--- src/rtl/priority_encoder_rr_arbiter.sv ---
// Priority encoder / arbiter with a registered, handshaked grant output.
// Selects a winner from N request lines. In fixed mode the highest index wins.
// In round-robin mode the search starts at a rotating pointer and moves downward.
// A grant stays stable until the consumer accepts it. Back-to-back accepts
// reload the next winner in the same cycle, so no idle cycle is inserted.
//
// state   | meaning
// --------+---------------------------------------------------------------
// S_IDLE  | no grant presented; out_onehot is 0; out_index keeps last value
// S_VALID | grant presented; out_index/out_onehot held until accepted
module priority_encoder_rr_arbiter #(
  parameter  int N          = 8,
  parameter  int RESET_MODE = 0,
  localparam int W          = $clog2(N)
) (
  input  logic         clk,
  input  logic         rst,
  input  logic [N-1:0] in_lines,
  input  logic         mode,
  input  logic         out_ready,
  output logic         out_valid,
  output logic [W-1:0] out_index,
  output logic [N-1:0] out_onehot
);

  // Reject illegal parameter values at elaboration.
  if (N < 2 || RESET_MODE < 0 || RESET_MODE > 1) begin : g_bad_param
    $error("priority_encoder_rr_arbiter: N must be >= 2 and RESET_MODE 0 or 1");
  end

  typedef enum logic {
    S_IDLE  = 1'b0,
    S_VALID = 1'b1
  } state_t;

  state_t       state, state_nxt;
  logic [W-1:0] ptr, ptr_nxt;
  logic [W-1:0] index_nxt;
  logic [N-1:0] onehot_nxt;

  logic         accept;
  logic [W-1:0] ptr_eff;
  logic [W-1:0] fix_idx;
  logic [W-1:0] rr_idx;
  logic         rr_found;
  logic [W-1:0] win_idx;
  logic [N-1:0] win_onehot;

  assign out_valid = (state == S_VALID);
  assign accept    = out_valid && out_ready;

  // On an accept in round-robin mode the search starts just below the grant
  // being retired, so the retiring index becomes the lowest priority.
  always_comb begin
    ptr_eff = ptr;
    if (accept && mode) begin
      if (out_index == '0) ptr_eff = W'(N - 1);
      else                 ptr_eff = out_index - W'(1);
    end
  end

  // Fixed priority: the highest set index wins (later iterations overwrite).
  always_comb begin
    fix_idx = '0;
    for (int i = 0; i < N; i++) begin
      if (in_lines[i]) fix_idx = W'(i);
    end
  end

  // Round-robin: first set line scanning downward from ptr_eff, wrapping 0 -> N-1.
  always_comb begin
    int           k;
    logic [W-1:0] kk;
    rr_idx   = '0;
    rr_found = 1'b0;
    k        = 0;
    kk       = '0;
    for (int i = 0; i < N; i++) begin
      k = int'(ptr_eff) - i;
      if (k < 0) k = k + N;
      kk = W'(k);
      if (!rr_found && in_lines[kk]) begin
        rr_idx   = kk;
        rr_found = 1'b1;
      end
    end
  end

  // Select the winner for the current mode and decode it to one-hot.
  always_comb begin
    win_idx    = mode ? rr_idx : fix_idx;
    win_onehot = {{(N-1){1'b0}}, 1'b1} << win_idx;
  end

  // Next-state and output-register logic for the grant FSM.
  always_comb begin
    state_nxt  = state;
    index_nxt  = out_index;
    onehot_nxt = out_onehot;
    ptr_nxt    = ptr;

    if (accept && mode) ptr_nxt = ptr_eff;

    case (state)
      S_IDLE: begin
        onehot_nxt = '0;
        if (|in_lines) begin
          index_nxt  = win_idx;
          onehot_nxt = win_onehot;
          state_nxt  = S_VALID;
        end
      end
      S_VALID: begin
        if (accept) begin
          if (|in_lines) begin
            index_nxt  = win_idx;
            onehot_nxt = win_onehot;
          end else begin
            onehot_nxt = '0;
            state_nxt  = S_IDLE;
          end
        end
      end
      default: begin
        onehot_nxt = '0;
        state_nxt  = S_IDLE;
      end
    endcase
  end

  // State and output registers; reset discards any presented grant.
  always_ff @(posedge clk) begin
    if (rst) begin
      state      <= S_IDLE;
      out_index  <= '0;
      out_onehot <= '0;
      ptr        <= W'(N - 1);
    end else begin
      state      <= state_nxt;
      out_index  <= index_nxt;
      out_onehot <= onehot_nxt;
      ptr        <= ptr_nxt;
    end
  end

endmodule

--- config.mk ---
export PLATFORM = sky130hd
export DESIGN_NAME = priority_encoder_rr_arbiter
export DESIGN_NICKNAME = d
export VERILOG_FILES = /design/src/rtl/priority_encoder_rr_arbiter.sv
export SDC_FILE = /design/constraint.sdc
export NUM_CORES = 1
export LEC_CHECK = 0
export CORE_ASPECT_RATIO = 1.25
export CORE_MARGIN = 2
export CORE_UTILIZATION = 54
export DETAILED_ROUTE_END_ITERATION = 12
export PLACE_DENSITY = 0.8
export SKIP_CTS_REPAIR_TIMING = 1
export SLEW_MARGIN = 25
export SYNTH_ARGS = -nofsm -noshare
export SYNTH_HDL_FRONTEND = slang
export SYNTH_SLANG_ARGS = --single-unit
--- constraint.sdc ---
create_clock -name clk -period 9.7 [get_ports clk]
set_input_delay 2.91 -clock clk [delete_from_list [all_inputs] [get_ports clk]]
set_output_delay 2.91 -clock clk [all_outputs]
set_load 0.005 [all_outputs]
==> results.ini <==
[critical_path]
cpPeakStageDelay_ps = 840
endpoint = out_onehot[0]$_SDFFE_PP0N_
endpoint_kind = register
r2r_start = out_index[0]$_SDFFE_PP0P_
r2r_setup_slack_ps = 5360
cp_top_family = buffers and inverters
cp.required_ps = 9920
crit_cells = 14
cpMaxStageDelayCell = clkdlybuf4s50_1
cp.buffers_inverters = 3
worst_setup_path_start_kind = primary input
reg2reg_depth = 16
crit_chain = clkdlybuf4s50_1, and3_2, a21o_1, inv_1, ha_1, inv_1, mux4_2, mux2_2, o2111ai_1, o2111ai_1, o31ai_1, a21oi_1, or3_1, o21ai_1
worstSetupPathType = primary input to register
crit_start = mode
cp.arrival_ps = 7480
reg2reg_to = out_onehot[0]$_SDFFE_PP0N_
cp_max_fo = 16

[die]
rows = 22
die_area_mm2 = 0.00363
pin_count = 24
die_w_um = 54.3
start_util = 0.574
core_area_mm2 = 0.00297
dieHeight_um = 66.9

[cts]
insertion_delay_ps = 290
cts-root-buf = clkbuf_4
cts_buffer_depth = 2
numCtsBuffers = 3
htree_levels = 1
cts_tree = built
clock_sinks = 15
path_clk_slew_ps = 80

[yosys]
synth_top_flop_cell = dfxtp_1
synth_top_family_by_area = compound AO/OA/AOI/OAI gates
synth_area_per_cell_um2 = 7.98
synth_seq_cells = 15
ys_seq_area_frac = 0.176
synth-xor-area-share = 0.0190
synth-simple-area-share = 0.242
yosysWarnings = 0
synth_compound_area_frac = 0.330
synth.area.mux_share = 0.153
synth_edf_count = 0
synth_nets = 229
async_reset_ff_frac = 0
syn_inst = 214
synthesis.area_mm2 = 0.00171
yosysUniqueCellTypes = 59
synth_fa_ha_area_frac = 0.0220

[pwr]
p_int_uw = 138
power.switching_uw = 100
pwr-share-clk = 0.153
comb_power_share = 0.554
p_leak_nw = 0.727
p_per_area_mw_per_mm2 = 122
ir_drop_uv = 92.8
power_frac_seq = 0.293
switching_share = 0.420

[run]
drv_cap = 0

[sta]
final.min_clock_period_ps = 7250
hold_viol_final = 0
fin_crit_sh = 0.748
fin_skew_ps = 2.13
setup_viol = 0
maxSlewHeadroom = 0.602
finalMaxSlewViolations = 0
whs_ps = 453
max_freq_ghz = 0.138
worstMarginPinSlew_ps = 595
setup_ws_ps = 2450
tns_ps = 0
rsz0062_at_grt = no

[placed_design]
post-dp-hpwl_mm = 3.95
dp_slack_ps = 2200
placed_cells = 263
gp_congestion = 0.972
numPortBuffers = 23

[run_status]
status = completed

[finish]
diodes = 0
fin_cells = 267
drive_gt1_frac = 0.134
num-nets-final = 247
areaGrowthSynthToFinish_pct = 14.4
postLayoutCoreUtil = 0.657

[global_routing]
grt_pass1_vias = 1786
grtUsageTotal = 0.301
grt_max_degree = 24
grt_pass1_wl_mm = 8.11
grt_overflow = 0
antenna_found_initial = 0

[drt]
drt-pass1-iter-count = 4
vias_per_cell = 6.78
routed_wl_mm = 4.94
antenna_left = 0
drc = 0
drt-initial-drc-count = 59
post_drt_wl_per_cell_um = 18.5
dr_total_vias = 1811

[worst_hold_path]
hold_class = register to register
hp-start = out_onehot[2]$_SDFFE_PP0N_

==> power groups by stage <==
stage / combinational, mW / sequential [mW] / clock (mW)
floorplan: 0.0940 / 0.0708 / 0
global placement: 0.127 / 0.0709 / 0
detailed placement: 0.130 / 0.0712 / 0
CTS: 0.130 / 0.0698 / 0.0361
global route: 0.144 / 0.0704 / 0.0387
finish: 0.132 / 0.0697 / 0.0364
==> metal layers <==
metal	track usage	wire, um
met5	0	0
met4	0.169	182
met3	0.0247	297
met2	0.542	2580
met1	0.332	1880
==> sequential cells by signal (all words and copies together) (netlist names) <==
name        count
out_valid       1
out_index       3
ptr             3
out_onehot      8
==> worst min-delay path by stage <==
stage,end,slack [ps],cells past startpoint
6_report,out_onehot[2]$_SDFFE_PP0N_,450,2
5_1_grt,out_onehot[3]$_SDFFE_PP0N_,470,2
4_1_cts,out_onehot[2]$_SDFFE_PP0N_,450,2
3_5_place_dp,out_onehot[2]$_SDFFE_PP0N_,440,2
3_3_place_gp,out_onehot[0]$_SDFFE_PP0N_,440,2
2_1_floorplan,out_onehot[3]$_SDFFE_PP0N_,440,2
==> metrics by stage <==
stage / total power, mW / cell area [um2]
after floorplan: 0.165 / 1710
after global placement: 0.198 / 1930
after detailed placement: 0.201 / 1930
after CTS: 0.236 / 1950
after global routing: 0.254 / 1950
final: 0.238 / 1950
==> cells in the final DEF (no fill, tap or decap), types with 4 or more instances in the layout <==
cell type        instances
a21oi_1                 11
nand3_1                  9
nor2_1                  14
o21ai_1                  7
inv_1                   10
clkdlybuf4s50_1         23
dfxtp_1                 15
nor3_1                   6
o21ai_0                  9
o211ai_1                 4
o31ai_1                  5
mux2_2                   5
nand2b_1                 4
mux4_2                   5
a211oi_1                 9
nand2_1                 25
mux2i_1                  7
==> tightest hold or removal path: cells and delay by family (launching register included) <==
family,cells,cell delay [ps]
DFF,1,320
and+or+nand+nor,1,50
AOI/OAI and AO/OA,1,50
==> synth_stat cells (all sizes together), types with 3 or more instances <==
library cell  instances  share of area
o2111ai               3          0.019
o211ai                4          0.018
nor2b                 3          0.011
nor4                  4          0.022
nor3                  6          0.018
buf                   6          0.023
nand2                25          0.055
clkbuf                4         0.0088
and3                  3          0.012
o21ai                16          0.047
nand3                 9          0.026
a22o                  3          0.015
a211oi                9          0.040
o31ai                 6          0.029
a31oi                 6          0.038
nor2                 15          0.034
inv                  11          0.026
nand2b                4          0.015
dfxtp                15           0.18
mux2i                 8          0.054
ha                    3          0.022
a31o                  3          0.015
mux4                  5          0.066
a21oi                11          0.032
mux2                  5          0.033
==> kinds of logic after synthesis <==
family                   count (synthesis)
XOR/XNOR                                 2
AO/OA/AOI/OAI                           75
adder cells (fa/ha/maj)                  3
multiplexers                            18
flip-flops                              15
buffers and inverters                   21
AND/OR/NAND/NOR                         80
==> final cells by class <==
| class | count | area [um2] |
|---|---|---|
| multi-input cells | 178 | 1310 |
| fillers | 266 | 1020 |
| flip-flops and latches | 15 | 300 |
| clock buffers | 4 | 26.3 |
| well taps | 36 | 45.0 |
| repair buffers | 23 | 230 |
| inverters | 11 | 43.8 |
(Power assumes the default switching activity.)
